## src/rtl/camera_pixel_reconstruct_if.sv

```systemverilog
// Camera byte stream in, reconstructed RGB565 pixel strobe out.
// master drives the camera side and consumes pixels; slave is the reconstruct block.
interface camera_pixel_reconstruct_if #(
  parameter int HCOUNT_WIDTH = 11,
  parameter int VCOUNT_WIDTH = 10
);
  logic                    camera_pclk_in;
  logic                    camera_hs_in;
  logic                    camera_vs_in;
  logic [7:0]              camera_data_in;
  logic                    pixel_valid_out;
  logic [HCOUNT_WIDTH-1:0] pixel_hcount_out;
  logic [VCOUNT_WIDTH-1:0] pixel_vcount_out;
  logic [15:0]             pixel_data_out;
  logic                    overflow_out;

  modport master (
    output camera_pclk_in, camera_hs_in, camera_vs_in, camera_data_in,
    input  pixel_valid_out, pixel_hcount_out, pixel_vcount_out, pixel_data_out, overflow_out
  );

  modport slave (
    input  camera_pclk_in, camera_hs_in, camera_vs_in, camera_data_in,
    output pixel_valid_out, pixel_hcount_out, pixel_vcount_out, pixel_data_out, overflow_out
  );
endinterface

```

## src/rtl/camera_pixel_reconstruct.sv

```systemverilog
// Rebuilds RGB565 pixels from the camera byte stream and tags them with column/row.
// Define PIXEL_RECON_BOUNDS_EN to drop out-of-range pixels, saturate counters and flag overflow.
module camera_pixel_reconstruct #(
  parameter int HCOUNT_WIDTH = 11,
  parameter int VCOUNT_WIDTH = 10,
  parameter int MAX_H        = 1280,
  parameter int MAX_V        = 720
) (
  input  logic                       clk_in,
  input  logic                       rst_n_in,
  camera_pixel_reconstruct_if.slave  cam
);

`ifdef PIXEL_RECON_BOUNDS_EN
  localparam bit BOUNDS_EN = 1'b1;
`else
  localparam bit BOUNDS_EN = 1'b0;
`endif

  localparam logic [HCOUNT_WIDTH-1:0] MAX_H_C = HCOUNT_WIDTH'(MAX_H);
  localparam logic [VCOUNT_WIDTH-1:0] MAX_V_C = VCOUNT_WIDTH'(MAX_V);

  typedef enum logic [1:0] {WAIT_FRAME, BYTE_HI, BYTE_LO} state_t;

  state_t                  state_reg;
  logic                    pclk_prev_reg;
  logic                    hs_prev_reg;
  logic                    vs_prev_reg;
  logic [7:0]              hi_byte_reg;
  logic [HCOUNT_WIDTH-1:0] hcount_reg;
  logic [VCOUNT_WIDTH-1:0] vcount_reg;
  logic                    pixel_valid_reg;
  logic [HCOUNT_WIDTH-1:0] pixel_hcount_reg;
  logic [VCOUNT_WIDTH-1:0] pixel_vcount_reg;
  logic [15:0]             pixel_data_reg;
  logic                    overflow_reg;

  logic                    pclk_rise;
  logic                    in_bounds;
  logic [HCOUNT_WIDTH-1:0] hcount_next;
  logic [VCOUNT_WIDTH-1:0] vcount_next;

  assign pclk_rise = cam.camera_pclk_in & ~pclk_prev_reg;

  always_comb begin
    in_bounds   = !BOUNDS_EN || ((hcount_reg < MAX_H_C) && (vcount_reg < MAX_V_C));
    hcount_next = hcount_reg + 1'b1;
    vcount_next = vcount_reg + 1'b1;
    if (BOUNDS_EN && (hcount_reg >= MAX_H_C)) hcount_next = MAX_H_C;
    if (BOUNDS_EN && (vcount_reg >= MAX_V_C)) vcount_next = MAX_V_C;
  end

  // vs_prev resets high so a frame already in progress at reset is skipped
  // until vs has been seen low.
  always_ff @(posedge clk_in or negedge rst_n_in) begin
    if (!rst_n_in) begin
      state_reg        <= WAIT_FRAME;
      pclk_prev_reg    <= 1'b0;
      hs_prev_reg      <= 1'b0;
      vs_prev_reg      <= 1'b1;
      hi_byte_reg      <= '0;
      hcount_reg       <= '0;
      vcount_reg       <= '0;
      pixel_valid_reg  <= 1'b0;
      pixel_hcount_reg <= '0;
      pixel_vcount_reg <= '0;
      pixel_data_reg   <= '0;
      overflow_reg     <= 1'b0;
    end else begin
      pclk_prev_reg   <= cam.camera_pclk_in;
      pixel_valid_reg <= 1'b0;
      if (pclk_rise) begin
        hs_prev_reg <= cam.camera_hs_in;
        vs_prev_reg <= cam.camera_vs_in;
        if (state_reg == WAIT_FRAME) begin
          if (cam.camera_vs_in && !vs_prev_reg) begin
            state_reg    <= BYTE_HI;
            hcount_reg   <= '0;
            vcount_reg   <= '0;
            overflow_reg <= 1'b0;
          end
        end else if (!cam.camera_vs_in) begin
          state_reg <= WAIT_FRAME;
        end else if (!cam.camera_hs_in && hs_prev_reg) begin
          // line end also drops any orphan high byte
          state_reg  <= BYTE_HI;
          hcount_reg <= '0;
          vcount_reg <= vcount_next;
        end else if (cam.camera_hs_in) begin
          if (state_reg == BYTE_HI) begin
            hi_byte_reg <= cam.camera_data_in;
            state_reg   <= BYTE_LO;
          end else begin
            state_reg  <= BYTE_HI;
            hcount_reg <= hcount_next;
            if (in_bounds) begin
              pixel_valid_reg  <= 1'b1;
              pixel_hcount_reg <= hcount_reg;
              pixel_vcount_reg <= vcount_reg;
              pixel_data_reg   <= {hi_byte_reg, cam.camera_data_in};
            end else begin
              overflow_reg <= 1'b1;
            end
          end
        end
      end
    end
  end

  assign cam.pixel_valid_out  = pixel_valid_reg;
  assign cam.pixel_hcount_out = pixel_hcount_reg;
  assign cam.pixel_vcount_out = pixel_vcount_reg;
  assign cam.pixel_data_out   = pixel_data_reg;
  assign cam.overflow_out     = overflow_reg;

endmodule
```

## src/flat_wrapper.sv

```systemverilog
// flat-port wrapper written by rule: the top's interface ports become plain ports
module camera_pixel_reconstruct_flat 
#(
  parameter int HCOUNT_WIDTH = 11,
  parameter int VCOUNT_WIDTH = 10,
  parameter int MAX_H        = 1280,
  parameter int MAX_V        = 720
)
  (clk_in, rst_n_in, cam_camera_pclk_in, cam_camera_hs_in, cam_camera_vs_in, cam_camera_data_in, cam_pixel_valid_out, cam_pixel_hcount_out, cam_pixel_vcount_out, cam_pixel_data_out, cam_overflow_out);
  camera_pixel_reconstruct_if #(.HCOUNT_WIDTH(HCOUNT_WIDTH), .VCOUNT_WIDTH(VCOUNT_WIDTH)) cam_i ();
  input  logic clk_in;
  input  logic rst_n_in;
  input wire logic [$bits(cam_i.camera_pclk_in)-1:0] cam_camera_pclk_in;
  input wire logic [$bits(cam_i.camera_hs_in)-1:0] cam_camera_hs_in;
  input wire logic [$bits(cam_i.camera_vs_in)-1:0] cam_camera_vs_in;
  input wire logic [$bits(cam_i.camera_data_in)-1:0] cam_camera_data_in;
  output wire logic [$bits(cam_i.pixel_valid_out)-1:0] cam_pixel_valid_out;
  output wire logic [$bits(cam_i.pixel_hcount_out)-1:0] cam_pixel_hcount_out;
  output wire logic [$bits(cam_i.pixel_vcount_out)-1:0] cam_pixel_vcount_out;
  output wire logic [$bits(cam_i.pixel_data_out)-1:0] cam_pixel_data_out;
  output wire logic [$bits(cam_i.overflow_out)-1:0] cam_overflow_out;
  assign cam_i.camera_pclk_in = cam_camera_pclk_in;
  assign cam_i.camera_hs_in = cam_camera_hs_in;
  assign cam_i.camera_vs_in = cam_camera_vs_in;
  assign cam_i.camera_data_in = cam_camera_data_in;
  assign cam_pixel_valid_out = cam_i.pixel_valid_out;
  assign cam_pixel_hcount_out = cam_i.pixel_hcount_out;
  assign cam_pixel_vcount_out = cam_i.pixel_vcount_out;
  assign cam_pixel_data_out = cam_i.pixel_data_out;
  assign cam_overflow_out = cam_i.overflow_out;
  camera_pixel_reconstruct #(.HCOUNT_WIDTH(HCOUNT_WIDTH), .VCOUNT_WIDTH(VCOUNT_WIDTH), .MAX_H(MAX_H), .MAX_V(MAX_V)) u_core (.clk_in(clk_in), .rst_n_in(rst_n_in), .cam(cam_i));
endmodule
```

## config.mk

```make
export PLATFORM = sky130hd
export DESIGN_NAME = camera_pixel_reconstruct_flat
export DESIGN_NICKNAME = d
export VERILOG_FILES = /design/src/rtl/camera_pixel_reconstruct_if.sv /design/src/rtl/camera_pixel_reconstruct.sv /design/src/flat_wrapper.sv
export SDC_FILE = /design/constraint.sdc
export NUM_CORES = 1
export LEC_CHECK = 0
export BUFFER_PORTS_ARGS = -buffer_cell sky130_fd_sc_hd__buf_2
export CELL_PAD_IN_SITES_DETAIL_PLACEMENT = 1
export CELL_PAD_IN_SITES_GLOBAL_PLACEMENT = 1
export CORE_ASPECT_RATIO = 1.75
export CORE_MARGIN = 4
export CORE_UTILIZATION = 30
export CTS_BUF_LIST = sky130_fd_sc_hd__clkbuf_4 sky130_fd_sc_hd__clkbuf_8
export CTS_CLUSTER_SIZE = 10
export DETAILED_ROUTE_END_ITERATION = 10
export PLACE_DENSITY = 0.64
export SLEW_MARGIN = 20
export SYNTH_ARGS = -nofsm -noshare
export SYNTH_HDL_FRONTEND = slang
export SYNTH_SLANG_ARGS = --single-unit
```

## constraint.sdc

```tcl
create_clock -name clk_in -period 2 [get_ports clk_in]
set_input_delay 0 -clock clk_in [delete_from_list [all_inputs] [get_ports clk_in]]
set_output_delay 0 -clock clk_in [all_outputs]
set_load 0.02 [all_outputs]
```

==> results of run 1 <==
worst paths after layout:
check | from | end | slack (ns) | depth (start not counted)
worst max register to register | u_core.state_reg[1] | u_core.hcount_reg[0] | 0.15 | 4
max in group asynchronous | rst_n_in | u_core.vs_prev_reg | 1.43 | 3
worst max-delay path | u_core.state_reg[1] | u_core.hcount_reg[0] | 0.15 | 4
min in group clk_in | cam_camera_pclk_in | u_core.pclk_prev_reg | 0.33 | 2
worst min register to register | u_core.cam.pixel_data_out[1] | u_core.cam.pixel_data_out[1] | 0.47 | 2
worst min-delay path | rst_n_in | u_core.cam.pixel_hcount_out[6] | 0.18 | 3
layout make-up:
type                            instances  area, um^2  area share, %
Timing Repair Buffer                   76         488           12.0
Inverter                                5        18.8          0.462
Sequential cell                        72        1800           44.4
Tap cell                              130         163           4.01
Multi-Input combinational cell        202        1360           33.5
Clock buffer                           10         138           3.39
Clock inverter                          6        90.1           2.22
power breakdown:
part / switching [mW] / total [mW] / internal, mW
sequential: 0.142 / 1.80 / 1.66
combinational: 0.599 / 0.927 / 0.329
clock: 0.579 / 1.32 / 0.743
total: 1.32 / 4.05 / 2.73
cell usage after synthesis (all sizes together), types with 4 or more instances:
library cell	n	share of area [%]
inv	5	0.57
a21oi	10	1.6
nor4	5	1.7
dfrtp	71	54
mux2i	6	1.8
buf	12	2.6
nor3	4	0.92
nand3	12	1.8
or4	9	2.2
nand2	61	7.0
nor2	5	0.65
mux2	30	10
o31ai	9	2.1
a21o	4	0.92
o21ai	15	2.6
layer usage:
metal | track usage, % | part of all wire, %
met3 | 3.16 | 2.5
met5 | 0 | 0
met2 | 23.4 | 53
met4 | 6.01 | 2.2
met1 | 16.4 | 43
worst max-delay path: stages, from the launching register on:
cell and delay [ns]:
dfrtp_1 0.46, nor2_2 0.37, nor2_1 0.19, or3_1 0.43, mux2_2 0.28
placed cells by master, fill, tap and decap left out, drive strengths merged, types with 3 or more instances in the layout:
cell,count
a21oi,10
and4,3
nor3,4
nand2b,3
or4,9
mux2,30
buf,64
a21o,4
nor2,5
o31ai,9
mux2i,6
clkbuf,10
nor4,5
nand3,12
nand4,3
dlygate4sd3,12
nand2,61
o21ai,15
dfrtp,71
inv,7
metrics by stage:
step	power (mW)	setup slack, ns	cell area, um^2
3_3_place_gp	2.71	0.223	3700
6_report	4.05	0.147	4060
3_5_place_dp	2.74	0.166	3700
5_1_grt	4.30	0.0167	4060
2_1_floorplan	2.44	0.429	3270
4_1_cts	4.10	0.108	4050
logic make-up (layout without fill, tap and decap cells):
| kind of cell | count (synthesis) | count (layout) | share of synthesized area [%] |
|---|---|---|---|
| fa+ha+maj | 2 | 2 | 0.765 |
| buf+inv | 20 | 97 | 3.56 |
| compound gates | 47 | 47 | 9.64 |
| mux | 36 | 36 | 12.2 |
| simple gates | 116 | 116 | 18.6 |
| other cells | 1 | 1 | 0.115 |
| flops | 72 | 72 | 55.1 |
what timing repair did:
item | in CTS | in global routing
setup endpoints to repair | 0 | 5
hold buffers | 12 | 0
resized for setup | 0 | 2
endpoints found under the hold margin | 91 | 0
setup buffers | 0 | 0
==> run metrics, run 1 <==
DRC Markers=0; critical path arrival=2.09 ns; ys async rst share=100%; All-Layer GR Usage=13.8%; clk_lat worst skew=0.36 ns; worst vdd ir=0.365 mV; Finished Layout Cells=501; setup TNS=0 ns; Initial Util=30.6%; Iteration-0 DRC Markers=74; Clock Tree Buf Depth=2; WL/cell=16.4 um; DR vias/cell=4.99; Leak=2.03 nW; largest net degree at the start of global routing=73; Netlist cell types=46; crit-path max FO=7; synthesized area per cell=11.1 um^2; vias=2500; Fmax=0.540 GHz; flops & latches, synth=72; gr ovfl total=0; MaxCap Viol Count=0; kind of end point of the critical path=register; top_reg_cell synth=dfrtp_1; H-tree levels=3; Placed Cells=473; Hold Fails Final Rpt=0; Max Clock Skew=0.00953 ns; clock transition at the registers of the reported paths=0.07 ns; min Tclk post-route=1.85 ns; initial antenna violation count=0; Cell Pwr Density=998 nW/um^2; Mapped Area=3270 um^2; Post-synth EDFFs=0; Hold Slack=0.181 ns; Syn. warnings=0; CTS buffer count=9; Worst slew margin=62.3%; FILL cells=1213; die width=86.9 um; port bufs=50; Root Buffer=clkbuf_8; HP Class=input pin to async pin; P&R area growth vs syn=24.1%; Net Count, Synth=309; TritonCTS sink count=72; row cnt=50; Ports=52; Core Util, Final=37.9%; CP startpoint kind=register; period utilisation layout=92.7%; Die Height=146 um; Slew @ Worst Pin=0.558 ns; Die Area=12700 um^2; # setup viols final=0; CTS tree=built; layout cells sized above 1=33.4%; Core ar.=10700 um^2; First-pass DRT Iterations=4; routed wire length=8190 um; number of global-route vias before repair=2691; unrepaired setup endpoints after global routing=false; diode count=0; post-synthesis sequential area ratio=55.1%; GP Congestion=0.775; DP HPWL=5810 um; Final Slew Violations=0; fin nets=381; Synth Instances=294; Crit Path Category=register to register; first-pass GRT wire length=13800 um; Worst Path Required=2.24 ns; Routed Antenna Nets=0; status=completed; max reg flops=16
No activity file was read; power rests on OpenSTA's default activity.
==> inputs of run 2 (changes only) <==
--- a/config.mk
+++ b/config.mk
@@ -15,6 +15,7 @@
 export CTS_CLUSTER_SIZE = 10
 export DETAILED_ROUTE_END_ITERATION = 10
 export PLACE_DENSITY = 0.64
+export REMOVE_ABC_BUFFERS = 1
 export SLEW_MARGIN = 20
 export SYNTH_ARGS = -nofsm -noshare
 export SYNTH_HDL_FRONTEND = slang
==> run 2 against run 1 <==
Net effect: clock power decreased by 22%; sequential cell count unchanged; core utilization decreased by 0.53 points; combinational power decreased by 2%; routed wire length increased by 0.45%; worst hold slack got worse by 0.013 ns; critical path type unchanged; highest routed layer unchanged.
==> run metrics, run 2 (synthesis gave the netlist of run 1 again) <==
Cell Pwr Density=937 nW/um^2 (-6.1%); kind of end point of the critical path=register; Final WS setup=0.227 ns (+0.0797 ns); CP startpoint kind=register; HP Class=input pin to async pin; unrepaired setup endpoints after global routing=false; highest metal used=met4; WL/cell=16.6 um (+1.3%); crit-path max FO=7 (unchanged); metal3 WL=246 um (+21%); initial antenna violation count=0 (unchanged); P&R area growth vs syn=22.4%; Hold Fails Final Rpt=0 (unchanged); commonest non-fill, non-tap cell in the layout=dfrtp_1; die width=86.9 um (unchanged); Final Slew Violations=0 (unchanged); DR vias/cell=4.97 (-0.36%); diode count=0 (unchanged); min Tclk post-route=1.77 ns (-0.0797 ns); row cnt=50 (unchanged); Initial Util=30.6% (unchanged); MaxCap Viol Count=0 (unchanged); Slew @ Worst Pin=0.580 ns (+0.0219 ns); clk_lat worst skew=0.36 ns (about the same); All-Layer GR Usage=14.2% (+0.31 points); period utilisation layout=88.7% (-4.0 points); dpl cell area=3680 um^2 (-0.47%); layout cells sized above 1=33.2% (-0.18 points); max reg flops=16 (unchanged); Ports=52 (unchanged); Routed Antenna Nets=0 (unchanged); vias=2471 (-1.2%); H-tree levels=3 (unchanged); Leak=2.00 nW (-1.6%); fin nets=377 (-1.0%); Fmax=0.564 GHz (+4.5%); Worst Path Required=2.27 ns (+0.03 ns); first-pass GRT wire length=14000 um (+1.5%); Crit Path Category=register to register; Max Clock Skew=0.0125 ns (+0.00293 ns); status=completed; clock transition at the registers of the reported paths=0.08 ns (about the same); metal1 wirelength=3090 um (-11%); # setup viols final=0 (unchanged); Worst slew margin=61.3% (-0.99 points); TritonCTS sink count=72 (unchanged); Core ar.=10700 um^2 (unchanged); commonest cells after routing, fill and taps aside=71 x dfrtp_1, 61 x nand2_1, 49 x buf_2; routed wire length=8230 um (+0.45%); FILL cells=1178 (-2.9%); GP Congestion=0.876 (+13%); First-pass DRT Iterations=4 (unchanged); worst vdd ir=0.507 mV (+39%); Root Buffer=clkbuf_8; DP HPWL=5930 um (+2.1%); largest net degree at the start of global routing=43 (-41%); DRC Markers=0 (unchanged); CTS tree=built; CTS buffer count=9 (unchanged); critical path arrival=2.04 ns (-0.05 ns); post-CTS setup buffer count=0 (unchanged); number of global-route vias before repair=2733 (+1.6%); met2 WL=4600 um (+6.6%); gr ovfl total=0 (unchanged); pre-CTS WS=0.0958 ns (-0.0701 ns); Clock Tree Buf Depth=2 (unchanged); port bufs=50 (unchanged); Die Area=12700 um^2 (unchanged); Iteration-0 DRC Markers=100 (+35%); cell area after layout=4000 um^2 (-1.4%); Die Height=146 um (unchanged)
==> run 2: what timing repair did <==
action | 4_1_cts | 5_1_grt
hold endpoints to repair | 59 | 0
hold buffers | 12 | 0
setup endpoints to repair | 0 | 13
gates resized for setup | 0 | 4
==> run 2: through the flow <==
stage	TNS, ns	utilization, %	hold WS, ns	instances	power, mW
floorplan	-6.13	-	-0.296	279	2.36
global placement	0	34.4	0.0279	468	2.66
detailed placement	0	34.4	0.0385	468	2.70
CTS	0	37.2	0.186	496	3.76
global route	0	37.4	0.213	497	3.99
finish	0	37.4	0.168	497	3.75
==> run 2: report_power, final <==
part	internal (mW)	total (mW)	switching, mW
sequential	1.66	1.81	0.150
combinational	0.323	0.910	0.587
clock	0.503	1.03	0.525
==> run 2: layer usage <==
metal / up-vias / track usage (%)
li1: 1176 / -
met1: 1228 / 14.8
met2: 47 / 25.5
met3: 20 / 2.94
met4: 0 / 7.49
met5: - / 0
==> run 2: layout make-up <==
| class | instances | area (um^2) | share of cell area (%) |
|---|---|---|---|
| Clock buffer | 12 | 153 | 3.81 |
| Inverter | 5 | 18.8 | 0.469 |
| Clock inverter | 4 | 20.0 | 0.500 |
| Multi-Input combinational cell | 203 | 1380 | 34.5 |
| Timing Repair Buffer | 71 | 465 | 11.6 |
| Sequential cell | 72 | 1800 | 45.0 |
| Tap cell | 130 | 163 | 4.06 |
==> run 2: critical path, cell delays in order, from the launching register on <==
cell	delay, ns
dfrtp_1	0.37
and3b_1	0.31
nand4_1	0.28
or4_1	0.54
a21oi_1	0.18
==> run 2: path summary, 6_finish.rpt <==
path / cells past startpoint / endpoint / slack [ns] / start
setup / recovery: 4 / u_core.vcount_reg[5] / 0.23 / u_core.pclk_prev_reg
hold / removal: 2 / u_core.cam.pixel_vcount_out[5] / 0.17 / rst_n_in
setup reg to reg: 4 / u_core.vcount_reg[5] / 0.23 / u_core.pclk_prev_reg
hold reg to reg: 2 / u_core.cam.pixel_data_out[10] / 0.47 / u_core.hi_byte_reg[2]
max in group asynchronous: 3 / u_core.vcount_reg[8] / 1.23 / rst_n_in
min in group clk_in: 2 / u_core.pclk_prev_reg / 0.31 / cam_camera_pclk_in
